File: src/rtl/mux_serializer_8b_pkg.sv
// Shared definitions for the 8-bit parallel-to-serial stage.
//   WORD_W / SEL_W      : word width and select-index width
//   state_t             : serializer FSM encoding (IDLE / SHIFT)
//   sel_first/sel_last  : start and end select index for a given bit order
package mux_serializer_8b_pkg;

  localparam int WORD_W = 8;
  localparam int SEL_W  = 3;

  typedef enum logic {
    IDLE  = 1'b0,
    SHIFT = 1'b1
  } state_t;

  // Bit order: msb_first = 0 walks 0..7, msb_first = 1 walks 7..0.
  function automatic logic [SEL_W-1:0] sel_first(input bit msb_first);
    return msb_first ? SEL_W'(WORD_W - 1) : '0;
  endfunction

  function automatic logic [SEL_W-1:0] sel_last(input bit msb_first);
    return msb_first ? '0 : SEL_W'(WORD_W - 1);
  endfunction

endpackage

File: src/rtl/mux_serializer_8b_if.sv
// Handshake bundle between a byte-wide producer, the serializer and a
// bit-serial consumer.
//   in, in_valid, in_ready       : parallel word input stream
//   y, out_valid, out_ready      : serial bit output stream
//   out_last                     : y is the final bit of the word
//   sel, busy                    : current mux select and activity flag
// master : environment side (drives in/in_valid/out_ready)
// slave  : serializer side
interface mux_serializer_8b_if;
  import mux_serializer_8b_pkg::*;

  logic [WORD_W-1:0] in;
  logic              in_valid;
  logic              in_ready;
  logic              y;
  logic              out_valid;
  logic              out_ready;
  logic              out_last;
  logic [SEL_W-1:0]  sel;
  logic              busy;

  modport master (
    output in, in_valid, out_ready,
    input  in_ready, y, out_valid, out_last, sel, busy
  );

  modport slave (
    input  in, in_valid, out_ready,
    output in_ready, y, out_valid, out_last, sel, busy
  );

endinterface

File: src/rtl/mux_8x1.sv
// 8-to-1 bit multiplexer.
//   in  : 8 data bits
//   sel : index of the bit to pass
//   y   : in[sel]
module mux_8x1 (
  input  logic [7:0] in,
  input  logic [2:0] sel,
  output logic       y
);

  assign y = in[sel];

endmodule

File: src/rtl/mux_serializer_8b.sv
// Parallel-to-serial stage: accepts an 8-bit word on a valid/ready handshake,
// then walks a select counter over it and emits one bit per output handshake
// through mux_8x1, flagging the final bit with out_last.
//   clk  : system clock (rising edge)
//   rst  : synchronous, active-high reset
//   bus  : slave side of mux_serializer_8b_if (word in, bit stream out)
// MSB_FIRST = 0 sends bit 0 first; MSB_FIRST = 1 sends bit 7 first.
module mux_serializer_8b
  import mux_serializer_8b_pkg::*;
#(
  parameter bit MSB_FIRST = 1'b0
) (
  input logic                clk,
  input logic                rst,
  mux_serializer_8b_if.slave bus
);

  localparam logic [SEL_W-1:0] SEL_FIRST = sel_first(MSB_FIRST);
  localparam logic [SEL_W-1:0] SEL_LAST  = sel_last(MSB_FIRST);

  state_t             state_q, state_d;
  logic [WORD_W-1:0]  data_q,  data_d;
  logic [SEL_W-1:0]   sel_q,   sel_d;

  logic shifting;
  logic last_bit;
  logic accept;
  logic bit_fire;

  // All handshake outputs come from registered state only; in_ready is the
  // single combinational output (it must see out_ready to allow a reload on
  // the last-bit handshake with no bubble).
  assign shifting = (state_q == SHIFT);
  assign last_bit = shifting && (sel_q == SEL_LAST);
  assign bit_fire = shifting && bus.out_ready;

  assign bus.in_ready  = !rst && (!shifting || (last_bit && bus.out_ready));
  assign accept        = bus.in_valid && bus.in_ready;

  assign bus.out_valid = shifting;
  assign bus.busy      = shifting;
  assign bus.out_last  = last_bit;
  assign bus.sel       = sel_q;

  // y comes only from the data register and sel, never straight from in.
  mux_8x1 u_mux (
    .in  (data_q),
    .sel (sel_q),
    .y   (bus.y)
  );

  always_comb begin
    // NOTE: every signal gets a default first so no path leaves it unassigned
    // and no latch is inferred.
    state_d = state_q;
    data_d  = data_q;
    sel_d   = sel_q;

    if (accept) begin
      // Covers both a load from IDLE and a reload on the last-bit handshake.
      state_d = SHIFT;
      data_d  = bus.in;
      sel_d   = SEL_FIRST;
    end else if (bit_fire) begin
      if (last_bit) begin
        state_d = IDLE;
        sel_d   = SEL_FIRST;
      end else if (MSB_FIRST) begin
        sel_d = sel_q - 3'd1;
      end else begin
        sel_d = sel_q + 3'd1;
      end
    end
  end

  always_ff @(posedge clk) begin
    // NOTE: sequential state uses non-blocking assignments so every register
    // samples the pre-edge values of the others.
    if (rst) begin
      // NOTE: the data register is reset too, so y reads 0 out of reset
      // rather than whatever the flops powered up with.
      state_q <= IDLE;
      data_q  <= '0;
      sel_q   <= SEL_FIRST;
    end else begin
      state_q <= state_d;
      data_q  <= data_d;
      sel_q   <= sel_d;
    end
  end

endmodule

File: src/flat_wrapper.sv
// flat-port wrapper written by rule: the top's interface ports become plain ports
module mux_serializer_8b_flat import mux_serializer_8b_pkg::*;
#(
  parameter bit MSB_FIRST = 1'b0
)
  (clk, rst, bus_in, bus_in_valid, bus_out_ready, bus_in_ready, bus_y, bus_out_valid, bus_out_last, bus_sel, bus_busy);
  mux_serializer_8b_if bus_i ();
  input logic clk;
  input logic rst;
  input wire logic [$bits(bus_i.in)-1:0] bus_in;
  input wire logic [$bits(bus_i.in_valid)-1:0] bus_in_valid;
  input wire logic [$bits(bus_i.out_ready)-1:0] bus_out_ready;
  output wire logic [$bits(bus_i.in_ready)-1:0] bus_in_ready;
  output wire logic [$bits(bus_i.y)-1:0] bus_y;
  output wire logic [$bits(bus_i.out_valid)-1:0] bus_out_valid;
  output wire logic [$bits(bus_i.out_last)-1:0] bus_out_last;
  output wire logic [$bits(bus_i.sel)-1:0] bus_sel;
  output wire logic [$bits(bus_i.busy)-1:0] bus_busy;
  assign bus_i.in = bus_in;
  assign bus_i.in_valid = bus_in_valid;
  assign bus_i.out_ready = bus_out_ready;
  assign bus_in_ready = bus_i.in_ready;
  assign bus_y = bus_i.y;
  assign bus_out_valid = bus_i.out_valid;
  assign bus_out_last = bus_i.out_last;
  assign bus_sel = bus_i.sel;
  assign bus_busy = bus_i.busy;
  mux_serializer_8b #(.MSB_FIRST(MSB_FIRST)) u_core (.clk(clk), .rst(rst), .bus(bus_i));
endmodule
File: config.mk
export PLATFORM = sky130hd
export DESIGN_NAME = mux_serializer_8b_flat
export DESIGN_NICKNAME = d
export VERILOG_FILES = /design/src/rtl/mux_serializer_8b_pkg.sv /design/src/rtl/mux_serializer_8b_if.sv /design/src/rtl/mux_8x1.sv /design/src/rtl/mux_serializer_8b.sv /design/src/flat_wrapper.sv
export SDC_FILE = /design/constraint.sdc
export NUM_CORES = 1
export LEC_CHECK = 0
export ABC_AREA = 1
export CAP_MARGIN = 20
export CORE_MARGIN = 3
export CORE_UTILIZATION = 40
export DETAILED_ROUTE_END_ITERATION = 12
export PLACE_DENSITY = 0.71
export REMOVE_ABC_BUFFERS = 1
export SLEW_MARGIN = 20
export SYNTH_ARGS = -nofsm -noshare
export SYNTH_HDL_FRONTEND = slang
export SYNTH_SLANG_ARGS = --single-unit
File: constraint.sdc
create_clock -name clk -period 2.7 [get_ports clk]
set_input_delay 0.405 -clock clk [delete_from_list [all_inputs] [get_ports clk]]
set_output_delay 0.405 -clock clk [all_outputs]
set_load 0.03 [all_outputs]
Yosys cells after proc, flatten, opt, wreduce, memory -nomap -nowiden
Index checks and enable logic that the tools add are counted. Widths: inputs -> output; s select.

Flip-flop bits (word level): 12. Bits of input ports: 12. Logic and storage cells: 24.

$add $sub $neg: 1. $lt $le $gt $ge: 1. Equality and inequality tests: 1. Muxes and demuxes: 6. Reduce and logical (&&, ||, !) cells: 12.

Operators with widths (count): $logic_and 1x1->1 (5); $lt 3x4->1 const B (1); $mux 1 (4); $reduce_bool 2->1 (2); $add 3x1->3 const B (1); $bmux 1 s3 (1); $eq 3x3->1 const B (1); $mux 3 (1); $logic_not 1->1 (2); $reduce_and 2->1 (1); $reduce_or 2->1 (1); $logic_or 1x1->1 (1).

Longest topological paths before layout
Gate-level depths: netlist (run 1).

Word-level depth: 8. Mapped depth: 7.

Modules after synthesis
From an unflattened synthesis (run 1), not the netlist that was laid out.

Cell total of the unflattened synthesis: 92. Area total of the unflattened synthesis: 645.6 µm².

By module, submodules not included: mux_serializer_8b (instances 1, cells an instance 64, area each 535.5 µm², seq. area each 240.2 µm²); mux_8x1 (instances 1, cells an instance 28, area each 110.1 µm², seq. area each 0.0 µm²).

Worst setup path before layout (run 1)
No wires, ideal clock.

Kind: reg2out. From: register u_core.sel_q[0] (netlist: u_core.bus.sel[0]). To: output port bus_in_ready. Arrival: 1.430 ns. Data required time: 2.295 ns. Setup slack: 0.865 ns. Cell stages (with the launch flop): 5. Path buffers: 0. Cells stage by stage: dfxtp_1 ha_1 ha_1 nand2_2 a21oi_4.

Longest elaborated chain between the ends: 5.

RTL lines: from (decl) (RTL line mux_serializer_8b.sv:23) `logic [SEL_W-1:0] sel_q, sel_d;`; from (signal assigned) (RTL line mux_serializer_8b.sv:88) `sel_q <= sel_d;`; $eq 3x3->1 (RTL line mux_serializer_8b.sv:34) `assign last_bit = shifting && (sel_q == SEL_LAST);`; $logic_and 1x1->1 (RTL line mux_serializer_8b.sv:34); $logic_and 1x1->1 (RTL line mux_serializer_8b.sv:37) `assign bus.in_ready = !rst && (!shifting || (last_bit && bus.out_ready));`; $logic_or 1x1->1 (RTL line mux_serializer_8b.sv:37); $logic_and 1x1->1 (RTL line mux_serializer_8b.sv:37); to (decl) (RTL line flat_wrapper.sv:13) `output wire logic [$bits(bus_i.in_ready)-1:0] bus_in_ready;`.

No other way between the ends.

Worst setup path after layout (run 1)
From: register u_core.sel_q[0] (netlist: u_core.bus.sel[0]). To: output port bus_out_last.

Longest elaborated chain between the ends: 2.

RTL lines: $eq 3x3->1 (RTL line mux_serializer_8b.sv:34); $logic_and 1x1->1 (RTL line mux_serializer_8b.sv:34); to (decl) (RTL line flat_wrapper.sv:16) `output wire logic [$bits(bus_i.out_last)-1:0] bus_out_last;`.

No other way between the ends.

==> results.yml, run 1 <==
cells_and_area:
  final_cell_mix: "24 x nand2_1, 20 x nand3_1, 18 x clkdlybuf4s50_1"
  post-route-util_pct: 62.1
  final_layout_size_suffix_gt1_share_pct: 8.04
  multiInputGateArea_sq_um: 310
  fin_cells: 127
  regArea_sq_um: 240
  nNetsFinal: 127
  fillers: 135
  final_common_cell: "nand2_1"
  syn_to_final_growth_pct: 37.8
  diodes: 0
global_routing:
  grt_max_degree: 11
  top_usage_layer: "met2"
  grt_antenna_before_repair: 0
  first_global_vias: 477
  track_usage_pct: 13.8
  grt_use_met3_pct: 2.37
  overflow: 0
  use_met1_pct: 17.0
  grt_pass1_wl_um: 1990
  met2_usage_pct: 20.3
critical_path:
  crit_required_ps: 2300
  worstPathCellList: "ha_1 -> ha_1 -> nand2_1 -> inv_1 -> clkdlybuf4s50_1"
  worstSetupEndpointType: "output pin"
  critPathSlowestCell: "clkdlybuf4s50_1"
  rr_startpoint: "u_core.bus.sel[0]$_SDFFE_PP0P_"
  critPathTopFamily: "buffers and inverters"
  worst_setup_path_start_kind: "flop"
  cp_num_buf_inv: 2
  cp_max_fo: 8
  path_common_cell: "ha_1"
  path_class: "reg -> out"
  critPathArrivalTime_ps: 1980
  critPathMaxStageDelay_ps: 660
  setup.worst_path.start: "u_core.bus.sel[0]$_SDFFE_PP0P_"
yosys:
  syn_area_sq_um: 623
  synth_cells: 91
  synth_cell_types: 15
  yosys_warnings: 0
  synth_seq_cells: 12
  synth_seq_area_share_pct: 38.6
  postSynthAreaPerCell_sq_um: 6.85
pwr:
  ir_drop_uv: 305
  p_sw_share_pct: 28.0
  p_leak_nw: 0.415
  power_frac_seq_pct: 45.9
  combPwrFrac_pct: 20.2
  power.total_mw: 0.433
  powerDensity_nw_per_um2: 505
  p_int_mw: 0.312
  clkPwrFrac_pct: 33.9
  p_switching_mw: 0.121
cts:
  clk_path_buf_depth: 2
  worstSkewPairLatency_ps: 280
  cts_root_buf: "clkbuf_4"
  postCtsSetupBuffers: 0
  cts.sinks: 12
  cts_buffers: 3
  cts_tree: "built"
  path_clk_slew_ps: 80
  htreeDepth: 1
die:
  die_w_um: 45.5
  core_sq_um: 1380
  io_pins: 20
  fp.dieArea_sq_um: 2070
  placementRows: 13
  initial_core_util_pct: 45.1
  fp.dieH_um: 45.5
routing:
  wire_per_inst_um: 10.2
  wirelength_um: 1290
  via_per_inst: 4.80
  drc: 0
  ant_nets: 0
  vias: 609
  drt_first_iter_violations: 11
  firstDrtPassIters: 4
sta:
  grt_setup_unrepaired: "false"
  finalMaxSlewViolations: 0
  setup_violations: 0
  setup_ws_ps: 310
  slew_headroom_pct: 76.2
  tightest_slew_ps: 355
  timing.final.hold_violations: 0
  finalCritPeriodShare_pct: 88.5
  max_freq_ghz: 0.418
  clock_skew_ps: 9.41
  fin_crit_ps: 2390
  tns_ps: 0
placed_design:
  hpwl_um: 1030
  dp.cells: 123
  place_congestion: 0.840
  port_buffers: 19
  dp_slack_ps: 325
run_status:
  status: "completed"
job:
  cap_violations: 0
worst_hold_path:
  hp-class: "reg -> reg"
  hp-start: "u_core.data_q[4]$_SDFFE_PP0P_"
==> cell families (layout without fill, tap and decap cells) <==
family                   after synthesis  count (layout)  share of synthesized area (%)
buffers and inverters                 18              39                           11.6
AO/OA/AOI/OAI                          6               6                           6.63
flip-flops                            12              12                           38.6
adder cells (fa/ha/maj)                2               2                           4.02
AND/OR/NAND/NOR                       53              53                           39.2
==> final timing paths <==
path,endpoint,slack [ps],cells after the start
setup / recovery,bus_out_last,310,5
setup reg to reg,u_core.bus.sel[1]$_SDFFE_PP0P_,1160,7
hold / removal,u_core.data_q[4]$_SDFFE_PP0P_,470,2
hold reg to reg,u_core.data_q[4]$_SDFFE_PP0P_,470,2
==> worst reg2reg max path: stages (launching register included) <==
cell and delay [ps]:
dfxtp_1 470, ha_1 190, ha_1 240, nand2_2 110, nand2_2 100, nand3_4 120
nand2_1 150, nor2_1 60
==> Yosys cell counts, drive strengths merged <==
library cell | number | area [sq um]
ha | 2 | 25.0
a21oi | 2 | 21.3
nor2 | 5 | 18.8
o21ai | 4 | 20.0
dfxtp | 12 | 240
nor3 | 1 | 5.00
nand2 | 26 | 103
buf | 2 | 12.5
nand3 | 21 | 118
inv | 16 | 60.1
==> sequential cells by signal, indices dropped and copies added, names as in the netlist <==
name / count
u_core.bus.busy: 1
u_core.bus.sel: 3
u_core.data_q: 8
==> stage by stage <==
stage	area [sq um]	hold slack, ps
floorplan	611	445
global placement	820	456
detailed placement	820	460
CTS	856	471
global route	858	496
finish	858	466
==> power groups by stage <==
stage	Clock [mW]	Combinational [mW]	Sequential, mW
2_1_floorplan	0	0.0415	0.209
4_1_cts	0.150	0.0889	0.199
3_5_place_dp	0	0.0886	0.203
3_3_place_gp	0	0.0884	0.202
6_report	0.147	0.0875	0.199
5_1_grt	0.157	0.0964	0.201
==> cell type report <==
type,count,share of cell area (%)
well taps,15,2.19
flip-flops and latches,12,28.0
clock buffers,4,4.23
repair buffers,19,22.4
inverters,16,7.00
multi-input cells,61,36.2
==> repair_timing <==
item / 4_1_cts / 5_1_grt
setup endpoints to repair: 0 / 1
gates resized for setup: 0 / 1
hold buffers: 0 / 0
==> routing by layer <==
| layer | vias to the layer above | part of all wire (%) |
|---|---|---|
| met2 | 20 | 43 |
| met3 | 4 | 5.8 |
| li1 | 330 | - |
| met4 | 0 | 3.6 |
| met1 | 255 | 47 |
| met5 | - | 0 |
Note: power is estimated with default switching activity, not from simulation.
==> inputs of run 2 (changes only) <==
--- a/config.mk
+++ b/config.mk
@@ -10,7 +10,7 @@
 export CORE_MARGIN = 3
 export CORE_UTILIZATION = 40
 export DETAILED_ROUTE_END_ITERATION = 12
-export PLACE_DENSITY = 0.71
+export DONT_BUFFER_PORTS = 1
 export REMOVE_ABC_BUFFERS = 1
 export SLEW_MARGIN = 20
 export SYNTH_ARGS = -nofsm -noshare
==> run 2 against run 1 <==
Clock power barely moved; critical path depth down 1; sequential share of layout area grew 7.7 points; first-iteration DRC count down 45%; hold slack got worse by 280 ps; largest cell class unchanged; die area stayed put; final cell count shrank 14%; non-clock buffer count is 18 lower; total power shrank 6.7%; via count decreased by 11%.
==> results.yml, run 2 (synthesized netlist as in run 1, its figures left out) <==
cells_and_area:
  final_common_cell: "nand2_1"
  final_layout_size_suffix_gt1_share_pct: 10.6
  post-route-util_pct: 48.7
  final_cell_mix: "24 x nand2_1, 20 x nand3_1, 15 x inv_1"
  largest_register_ffs: 8
  fillers: 149
  fin_cells: 109
  syn_to_final_growth_pct: 8.03
  diodes: 0
  fin_area_sq_um: 673
  regMostFlops: "u_core.data_q"
  nNetsFinal: 109
  multiInputGateArea_sq_um: 310
  regArea_sq_um: 240
critical_path:
  critPathArrivalTime_ps: 1860
  critPathMaxStageDelay_ps: 590
  worstPathCellList: "ha_1 -> ha_1 -> nand2_2 -> a21oi_4"
  path_class: "reg -> out"
  cp_max_fo: 9
  critPathTopFamily: "flip-flops"
  cp_num_buf_inv: 0
  worstRegToRegCells: 6
  path_depth: 4
  worstSetupEndpointType: "output pin"
  crit_required_ps: 2300
  path_common_cell: "ha_1"
  worst_setup_path_start_kind: "flop"
  critPathSlowestCell: "dfxtp_1"
routing:
  drt_first_iter_violations: 6
  wire_per_inst_um: 11.4
  ant_nets: 0
  via_per_inst: 4.96
  vias: 541
  firstDrtPassIters: 3
  wirelength_um: 1240
  drc: 0
die:
  io_pins: 20
  placementRows: 13
  die_w_um: 45.5
  core_sq_um: 1380
  initial_core_util_pct: 45.1
  fp.dieH_um: 45.5
  fp.dieArea_sq_um: 2070
cts:
  cts_tree: "built"
  clk_path_buf_depth: 2
  cts_root_buf: "clkbuf_4"
  path_clk_slew_ps: 80
  cts.sinks: 12
  cts_buffers: 3
  worstSkewPairLatency_ps: 280
  cts_resized: 0
  hold_buffers: 0
  htreeDepth: 1
  postCtsSetupBuffers: 0
placed_design:
  port_buffers: 0
  placed_cell_area_sq_um: 637
  hpwl_um: 936
  dp.cells: 105
  place_congestion: 0.760
pwr:
  powerDensity_nw_per_um2: 600
  p_switching_mw: 0.116
  p_sw_share_pct: 28.7
  p_int_mw: 0.288
  clkPwrFrac_pct: 36.6
  ir_drop_uv: 335
  p_leak_nw: 0.338
  power_frac_seq_pct: 50.6
  combPwrFrac_pct: 12.8
  power.total_mw: 0.404
global_routing:
  track_usage_pct: 13.9
  grt_antenna_before_repair: 0
  grt_max_degree: 11
  grt_pass1_wl_um: 2040
  first_global_vias: 467
  overflow: 0
worst_hold_path:
  hold_path_depth: 1
  hp-class: "in -> reg"
sta:
  grt_setup_unrepaired: "false"
  tightest_slew_ps: 759
  finalCritPeriodShare_pct: 83.8
  timing.final.hold_violations: 0
  clock_skew_ps: 1.23
  setup_violations: 0
  fin_crit_ps: 2260
  slew_headroom_pct: 49.3
  tns_ps: 0
  finalMaxSlewViolations: 0
  max_freq_ghz: 0.442
run_status:
  status: "completed"
job:
  cap_violations: 0
## run 2: cell types whose count changed in the layout (fill, tap and decap cells not counted), sizes merged
cell | before | now
clkdlybuf4s50 | 18 | 0
dlymetal6s2s | 1 | 0
buf | 0 | 1
## run 2: worst paths after layout
| path | start | to | slack [ps] |
|---|---|---|---|
| hold reg to reg | u_core.data_q[3]$_SDFFE_PP0P_ | u_core.data_q[3]$_SDFFE_PP0P_ | 470 |
| hold / removal | rst | u_core.bus.busy$_SDFFE_PP0P_ | 180 |
| setup / recovery | u_core.bus.sel[1]$_SDFFE_PP0P_ | bus_in_ready | 440 |
| setup reg to reg | u_core.bus.sel[1]$_SDFFE_PP0P_ | u_core.data_q[0]$_SDFFE_PP0P_ | 850 |
## run 2: stage by stage
stage	setup slack (ps)	hold slack, ps
detailed placement	741	461
global placement	794	457
global route	322	171
finish	437	185
floorplan	865	445
CTS	423	180
## run 2: cell type report
class	instances	share of cell area [%]
multi-input combinational	61	46.1
sequential	12	35.7
inverter	16	8.92
clock buffer	4	5.39
tap	15	2.79
timing repair buffer	1	1.12
## run 2: metal layers
metal	routed length, um	part of all wire (%)	global-route usage (%)	up-vias
met2	540	43	20.1	21
met4	12	0.97	5.26	0
li1	-	-	-	291
met3	127	10	9.49	2
met5	0	0	0	-
met1	562	45	16.0	227
## run 2: power groups by stage
stage	Clock (mW)	Combinational, mW	Sequential [mW]
6_report	0.148	0.0517	0.204
5_1_grt	0.163	0.0597	0.207
3_3_place_gp	0	0.0514	0.209
2_1_floorplan	0	0.0415	0.209
3_5_place_dp	0	0.0519	0.209
4_1_cts	0.152	0.0522	0.205
## run 2: worst register-to-register path, cell delays in order (launching register included)
cell and delay [ps]:
dfxtp_1 590, ha_1 240, ha_1 250, nand2_2 110
a21oi_4 390, nand3_1 130, nand2_1 90
==> inputs of run 3 (changes only) <==
==> constraint.sdc (replaced) <==
create_clock -name clk -period 1.86 [get_ports clk]
set_input_delay 0.279 -clock clk [delete_from_list [all_inputs] [get_ports clk]]
set_output_delay 0.279 -clock clk [all_outputs]
set_load 0.03 [all_outputs]
==> run 3 against run 2 <==
Clock power is 43% higher; die area unchanged; sequential share of layout area shrank 1.7 points; largest cell class unchanged; clock-buffer cell count stayed put; combinational power rose by 79%; routed wire length is 5.9% higher; register-to-register slack got worse by 420 ps; hold slack worse by 120 ps.
==> results.yml, run 3 (synthesized netlist as in run 1, its figures left out) <==
critical_path:
  critPathMaxStageDelay_ps: 350
  path_class: "reg -> out"
  cp_num_buf_inv: 0
  critPathSlowestCell: "a21oi_4"
  worstPathCellList: "ha_1 -> ha_2 -> nand2_2 -> a21oi_4"
  cp_max_fo: 5
  worst_setup_path_start_kind: "flop"
  worstSetupEndpointType: "output pin"
  critPathArrivalTime_ps: 1460
  critPathTopFamily: "adder cells"
  timing.rr.end: "u_core.data_q[1]$_SDFFE_PP0P_"
  rrSetupSlack_ps: 430
  rr_startpoint: "u_core.bus.sel[0]$_SDFFE_PP0P_"
  crit_required_ps: 1580
  worstRegToRegCells: 6
cells_and_area:
  regArea_sq_um: 240
  fin_cells: 113
  final_layout_size_suffix_gt1_share_pct: 15.3
  fillers: 136
  syn_to_final_growth_pct: 13.5
  multiInputGateArea_sq_um: 322
  largest_register_ffs: 8
  post-route-util_pct: 51.1
  final_cell_mix: "24 x nand2_1, 20 x nand3_1, 15 x inv_1"
  nNetsFinal: 113
  regMostFlops: "u_core.data_q"
  diodes: 0
  final_common_cell: "nand2_1"
routing:
  ant_nets: 0
  drc: 0
  vias: 586
  wire_per_inst_um: 11.6
  firstDrtPassIters: 4
  drt_first_iter_violations: 11
  wirelength_um: 1320
  via_per_inst: 5.19
cts:
  cts_tree: "built"
  htreeDepth: 1
  clk_path_buf_depth: 2
  cts_buffers: 3
  cts_root_buf: "clkbuf_4"
  hold_buffers: 0
  cts.sinks: 12
  worstSkewPairLatency_ps: 280
  path_clk_slew_ps: 80
worst_hold_path:
  hold_path_depth: 1
  min_to: "u_core.bus.busy$_SDFFE_PP0P_"
  hp-class: "in -> reg"
  hp-start: "rst"
placed_design:
  port_buffers: 0
  dp.cells: 108
  place_congestion: 0.697
  hpwl_um: 954
global_routing:
  grt_antenna_before_repair: 0
  grt_max_degree: 11
  top_usage_layer: "met2"
  track_usage_pct: 15.8
  overflow: 0
  use_met1_pct: 17.4
  grt_use_met3_pct: 9.49
  met2_usage_pct: 23.4
  first_global_vias: 542
  grt_pass1_wl_um: 2300
sta:
  clock_skew_ps: 3.37
  hold_slack_ps: 62.4
  timing.final.hold_violations: 0
  slew_headroom_pct: 76.5
  fin_crit_ps: 1740
  tightest_slew_ps: 352
  tns_ps: 0
  setup_violations: 0
  finalMaxSlewViolations: 0
  finalCritPeriodShare_pct: 93.3
  max_freq_ghz: 0.576
die:
  initial_core_util_pct: 45.1
  placementRows: 13
  io_pins: 20
  die_w_um: 45.5
  core_sq_um: 1380
  fp.dieH_um: 45.5
  fp.dieArea_sq_um: 2070
pwr:
  ir_drop_uv: 481
  powerDensity_nw_per_um2: 834
  p_leak_nw: 0.353
run_status:
  status: "completed"
job:
  cap_violations: 0
[run 3: area by class of cell]
type | instances | area share [%]
multi-input combinational | 62 | 45.5
sequential | 12 | 34.0
inverter | 16 | 8.50
clock buffer | 4 | 5.13
timing repair buffer | 4 | 4.25
tap | 15 | 2.65
[run 3: stage by stage]
step                setup slack (ps)  instance area (sq um)  power (mW)
floorplan                        151                    611       0.363
global placement                 407                    659       0.382
detailed placement               379                    659       0.383
CTS                             59.0                    696       0.592
global route                  -0.495                    707       0.630
finish                           125                    707       0.590
[run 3: layer usage]
layer | wire length [um] | vias to the layer above
met5 | 0 | -
met4 | 12 | 0
met3 | 106 | 2
met2 | 604 | 19
met1 | 591 | 263
li1 | - | 302
[run 3: worst register-to-register path, delay by kind of cell (launching register included)]
kind / cells / cell delay (ps)
and+or+nand+nor: 3 / 300
adders and majority gates: 2 / 380
AOI/OAI and AO/OA: 1 / 350
DFF: 1 / 330
[run 3: repair_timing]
item	CTS	global route
setup buffers	0	0
setup endpoints to repair	0	1
gates resized for setup	0	1
[run 3: power by group]
part	total (mW)	switching, mW	internal, mW
clock	0.211	0.0923	0.119
combinational	0.0928	0.0633	0.0295
sequential	0.286	0.0115	0.274
[run 3: worst max path at each step]
stage                                   start                            end  slack, ps  cells past startpoint
6_report       u_core.bus.sel[0]$_SDFFE_PP0P_                   bus_in_ready        120                      4
5_1_grt        u_core.bus.sel[0]$_SDFFE_PP0P_                   bus_in_ready       -0.5                      4
4_1_cts        u_core.bus.sel[0]$_SDFFE_PP0P_                   bus_in_ready         60                      4
3_5_place_dp   u_core.bus.sel[0]$_SDFFE_PP0P_  u_core.data_q[5]$_SDFFE_PP0P_        380                      6
3_3_place_gp   u_core.bus.sel[0]$_SDFFE_PP0P_  u_core.data_q[1]$_SDFFE_PP0P_        410                      6
2_1_floorplan  u_core.bus.sel[0]$_SDFFE_PP0P_                   bus_in_ready        150                      4
